## src/rtl/data_mem_pkg.sv

```systemverilog
// Shared types and constants for the synchronous data memory: FSM states,
// init pattern encodings and the wait-state ceiling.
package data_mem_pkg;

   typedef enum logic [1:0] {
      ST_INIT,
      ST_IDLE,
      ST_WAIT,
      ST_RESP
   } state_t;

   localparam int PAT_ZERO     = 0;
   localparam int PAT_INDEX    = 1;
   localparam int WAIT_CYC_MAX = 15;

endpackage

```

## src/rtl/data_mem_array.sv

```systemverilog
// DEPTH x DATA_W storage with a byte-lane write port and a registered read port.
// A read that coincides with a write returns the merged (post-write) word.
module data_mem_array #(
   parameter int DATA_W = 16,
   parameter int ADDR_W = 8
) (
   input  logic                  clk,
   input  logic                  we,
   input  logic                  re,
   input  logic [ADDR_W-1:0]     addr,
   input  logic [DATA_W-1:0]     wdata,
   input  logic [DATA_W/8-1:0]   be,
   output logic [DATA_W-1:0]     q
);

   localparam int DEPTH = 2**ADDR_W;
   localparam int BE_W  = DATA_W/8;

   logic [DATA_W-1:0] mem [DEPTH];

   // Write-first per lane: disabled lanes keep and return the stored byte.
   always_ff @(posedge clk) begin
      for (int i = 0; i < BE_W; i++) begin
         if (we && be[i]) begin
            mem[addr][8*i +: 8] <= wdata[8*i +: 8];
         end
         if (re) begin
            q[8*i +: 8] <= (we && be[i]) ? wdata[8*i +: 8] : mem[addr][8*i +: 8];
         end
      end
   end

endmodule

```

## src/rtl/data_mem_sync.sv

```systemverilog
// Single-port word-addressed data memory with byte-lane writes, a valid/ready
// request/response handshake, configurable wait states and self-initialisation.
module data_mem_sync
   import data_mem_pkg::*;
#(
   parameter int DATA_W       = 16,
   parameter int ADDR_W       = 8,
   parameter int WAIT_CYC     = 1,
   parameter int INIT_PATTERN = 1
) (
   input  logic                  clk,
   input  logic                  rst_n,
   input  logic                  req_valid,
   output logic                  req_ready,
   input  logic                  req_write,
   input  logic [ADDR_W-1:0]     req_addr,
   input  logic [DATA_W-1:0]     req_wdata,
   input  logic [DATA_W/8-1:0]   req_be,
   output logic                  rsp_valid,
   input  logic                  rsp_ready,
   output logic [DATA_W-1:0]     rsp_rdata,
   output logic                  init_done
);

   localparam int         BE_W      = DATA_W/8;
   localparam int         WAIT_EFF  = (WAIT_CYC > WAIT_CYC_MAX) ? WAIT_CYC_MAX : WAIT_CYC;
   localparam logic [3:0] WAIT_LOAD = (WAIT_EFF > 0) ? 4'(WAIT_EFF - 1) : 4'd0;

   state_t              state;
   logic [ADDR_W-1:0]   init_cnt;
   logic [3:0]          wait_cnt;
   logic                rsp_loaded;

   logic                accept;
   logic                in_init;
   logic                arr_we;
   logic [ADDR_W-1:0]   arr_addr;
   logic [DATA_W-1:0]   arr_wdata;
   logic [BE_W-1:0]     arr_be;
   logic [DATA_W-1:0]   arr_q;
   logic [DATA_W-1:0]   pat_word;

   assign accept    = req_valid && req_ready;
   assign in_init   = (state == ST_INIT);
   assign pat_word  = (INIT_PATTERN == PAT_INDEX) ? DATA_W'(init_cnt) : '0;

   assign arr_we    = in_init || (accept && req_write);
   assign arr_addr  = in_init ? init_cnt : req_addr;
   assign arr_wdata = in_init ? pat_word : req_wdata;
   assign arr_be    = in_init ? '1 : req_be;

   // The array output register is the response register; it only loads on an
   // accepted request, so it holds across handshakes. Before the first
   // request after reset it is masked to zero.
   assign rsp_rdata = rsp_loaded ? arr_q : '0;

   data_mem_array #(
      .DATA_W (DATA_W),
      .ADDR_W (ADDR_W)
   ) u_array (
      .clk   (clk),
      .we    (arr_we),
      .re    (accept),
      .addr  (arr_addr),
      .wdata (arr_wdata),
      .be    (arr_be),
      .q     (arr_q)
   );

   always_ff @(posedge clk or negedge rst_n) begin
      if (!rst_n) begin
         state      <= ST_INIT;
         init_cnt   <= '0;
         wait_cnt   <= 4'd0;
         req_ready  <= 1'b0;
         rsp_valid  <= 1'b0;
         init_done  <= 1'b0;
         rsp_loaded <= 1'b0;
      end else begin
         case (state)
            ST_INIT: begin
               init_cnt <= init_cnt + 1'b1;
               if (&init_cnt) begin
                  state     <= ST_IDLE;
                  init_done <= 1'b1;
                  req_ready <= 1'b1;
               end
            end
            ST_IDLE: begin
               if (accept) begin
                  req_ready  <= 1'b0;
                  rsp_loaded <= 1'b1;
                  if (WAIT_EFF > 0) begin
                     state    <= ST_WAIT;
                     wait_cnt <= WAIT_LOAD;
                  end else begin
                     state     <= ST_RESP;
                     rsp_valid <= 1'b1;
                  end
               end
            end
            ST_WAIT: begin
               if (wait_cnt == 4'd0) begin
                  state     <= ST_RESP;
                  rsp_valid <= 1'b1;
               end else begin
                  wait_cnt <= wait_cnt - 1'b1;
               end
            end
            ST_RESP: begin
               if (rsp_ready) begin
                  state     <= ST_IDLE;
                  rsp_valid <= 1'b0;
                  req_ready <= 1'b1;
               end
            end
            default: state <= ST_INIT;
         endcase
      end
   end

endmodule

```

## config.mk

```make
export PLATFORM = sky130hd
export DESIGN_NAME = data_mem_sync
export DESIGN_NICKNAME = d
export VERILOG_FILES = /design/src/rtl/data_mem_pkg.sv /design/src/rtl/data_mem_array.sv /design/src/rtl/data_mem_sync.sv
export SDC_FILE = /design/constraint.sdc
export NUM_CORES = 2
export LEC_CHECK = 0
export CAP_MARGIN = 0
export CELL_PAD_IN_SITES_DETAIL_PLACEMENT = 1
export CELL_PAD_IN_SITES_GLOBAL_PLACEMENT = 1
export CORE_MARGIN = 2
export CORE_UTILIZATION = 40
export CTS_CLUSTER_SIZE = 8
export DETAILED_ROUTE_END_ITERATION = 6
export PLACE_DENSITY = 0.7
export REMOVE_ABC_BUFFERS = 1
export SLEW_MARGIN = 30
export SYNTH_ARGS = -nofsm -noshare
export SYNTH_HDL_FRONTEND = slang
export SYNTH_SLANG_ARGS = --single-unit
```

## constraint.sdc

```tcl
create_clock -name clk -period 19.7 [get_ports clk]
set_clock_uncertainty 0.15 [all_clocks]
set_input_delay 1.97 -clock clk [delete_from_list [all_inputs] [get_ports clk]]
set_output_delay 1.97 -clock clk [all_outputs]
set_load 0.005 [all_outputs]
```

==> summary.txt <==
vias per cell = 6.02
Nets = 8341
crit end category = register
routability-driven placement congestion ratio = 0.802
placed cell area = 167000 µm²
kind of start point of the critical path = input pin
fillers = 36300
pre-CTS WS = 10240 ps
Die ar. = 404000 µm²
total power = 18.5 mW
Max Fanout on Critical Path = 95
initial antenna violation count = 26
static leakage = 52.3 nW
CTS resizes = 0
min cycle time layout = 8180 ps
sw power = 3.60 mW
Clock Power Share = 48.5%
Syn Area/Cell = 20.0 µm²
hpwl dp = 256 mm
WL/cell = 33.0 µm
CP dominant cell by count = buf_4
DRC = 0
DRT antenna net count = 0
layout cells sized above 1 = 21.7%
Slew @ Worst Pin = 1120 ps
post-cts hold buffer count = 0
CTS tree = yes
largest net degree at the start of global routing = 214
crit path kind = in2reg
Synth Cell Area = 160000 µm²
clk buf depth = 4
Critical Path AT = 8780 ps
most frequent cell after synthesis = edfxtp_1
vias in the first global route = 86800
Clock Pin Slew Worst Setup and Hold Paths = 50 ps
Clock Sink Count = 4130
Starting DRT DRC Count = 9597
core area = 397000 µm²
CTS root buffer = clkbuf_16
GR Util All Layers = 21.9%
area leader, netlist = edfxtp_1
Seq pwr share = 51.5%
WL final = 450 mm
setup TNS = 0 ps
area grow syn2layout = 14.7%
post-synthesis register bit count = 4130
Post-synth EDFFs = 4112
CP top delay family = buffers and inverters
delay of the slowest critical-path stage = 900 ps
YS warnings = 0
Max transition margin = 24.3%
dominant synthesized flop cell = edfxtp_1
Yosys cell types = 45
Min Hold Slack = 311 ps
worst setup margin = 11520 ps
top cells by area, synth = edfxtp_1, mux4_2, mux2i_1
setup violators final = 0
H-tree Lvls = 6
Max Cap Viol = 0
IO Port Bufs = 49
crit path buf inv count = 6
Worst EP required = 20300 ps
post-route cell area = 183000 µm²
period utilization = 41.5%
RSZ-0062 raised after global routing = no
row count = 231
fraction of registers with async set/reset = 0.436%
P per Cell Area = 101 nW/µm²
Via Count = 82000
internal power = 14.9 mW
initial core utilization = 40.2%
post-synthesis cell count = 7958
fmax = 122 MHz
top cells by count, synth = edfxtp_1, mux4_2, nand2_1
Synth top area share = 77.4%
sequential fraction of the synthesis area = 77.7%
status = finished clean
clock latency on the worst-skew pair = 1010 ps
Die H = 636 µm
first-pass GRT wire length = 645 mm
total congestion overflow = 0
switch share = 19.4%
Pre-Repair DR Iteration Count = 5
Num CTS Buffers = 586
Die Wd = 636 µm
Logic pwr share = 0.1%
sequence of cells on the critical path = clkdlybuf4s50_1, mux2i_4, buf_4, buf_12, buf_4, buf_4, buf_6, mux2i_1, o22ai_1, o41ai_2, a41oi_1, o41a_1
Final Hold Fails = 0
VDD IR-drop max = 0.0000883 V
# Post-CTS Setup Buffers = 0
Hold Path Class = reg2reg
crit path max-delay cell type = o41ai_2
I/O pins = 50
Final Max Tran Viols = 0
## metal layers
layer	share of wire, %	vias to the layer above	GRT usage (%)	wire [µm]
met3	8.2	833	4.18	36700
met5	0.011	-	0	49
met1	39	44100	28.7	174000
met4	3.8	8	8.10	17300
met2	49	3988	36.2	222000
li1	-	33100	-	-
## path summary, 6_finish.rpt
| path | startpoint | end | slack (ps) | cells after the start |
|---|---|---|---|---|
| max | req_addr[0] | u_array.q[3]$_DFFE_PP_ | 11520 | 12 |
| max in group asynchronous | rst_n | init_cnt[1]$_DFFE_PN0P_ | 17870 | 2 |
| min reg2reg | init_done$_DFFE_PN0P_ | init_done$_DFFE_PN0P_ | 310 | 1 |
| max reg2reg | state[0]$_DFFE_PN0P_ | u_array.q[0]$_DFFE_PP_ | 11980 | 15 |
| min | init_done$_DFFE_PN0P_ | init_done$_DFFE_PN0P_ | 310 | 1 |
| min in group asynchronous | rst_n | req_ready$_DFFE_PN0P_ | 1190 | 2 |
## cells by family after synthesis
family	Yosys count	share of synthesized area, %
AOI/OAI and AO/OA	638	3.06
xor gates and xnor gates	7	0.0384
adders and majority gates	6	0.0470
buffers and inverters	502	1.54
DFF	4130	77.7
muxes	1259	14.2
and+or+nand+nor	1416	3.47
## per-stage QoR
| stage | std cells | utilization [%] |
|---|---|---|
| after floorplan | 7470 | - |
| after CTS | 13600 | 46.0 |
| final | 13600 | 46.2 |
| after detailed placement | 12900 | 42.0 |
| after global routing | 13600 | 46.1 |
| after global placement | 12900 | 42.0 |
## cell usage in the layout (no fill, tap or decap), drive strengths merged, types with 91 or more instances in the layout
master | netlist | final
nor2 | 524 | 524
edfxtp | 4112 | 4112
buf | 262 | 197
clkbuf | 226 | 622
o41ai | 91 | 91
mux4 | 800 | 800
o22ai | 233 | 233
mux2i | 452 | 452
a41oi | 206 | 206
nand2 | 788 | 788
## final cells by class
type,count,area [µm²],area share (%)
Inverter,14,52.6,0.0287
Timing Repair Buffer,246,2450,1.34
Multi-Input combinational cell,3326,34200,18.7
Tap cell,5242,6560,3.58
Clock buffer,622,15100,8.28
Clock inverter,43,638,0.349
Antenna cell,7,17.5,0.00957
Sequential cell,4130,124000,67.7
## power by group through the flow
stage	Clock (mW)	Sequential, mW	Combinational [mW]
final	8.98	9.53	0.0136
after global routing	9.39	9.52	0.0145
after CTS	9.07	9.53	0.0143
after detailed placement	0	9.70	0.0142
after global placement	0	9.70	0.0140
after floorplan	0	9.70	0.000721
## flip-flops by register name (all words and copies together) (netlist names)
| signal | count |
|---|---|
| u_array.mem | 4096 |
| init_cnt | 8 |
| rsp_loaded | 1 |
| state | 2 |
| init_done | 1 |
| req_ready | 1 |
| rsp_valid | 1 |
| u_array.q | 16 |
| wait_cnt | 4 |
(Power assumes the default switching activity.)
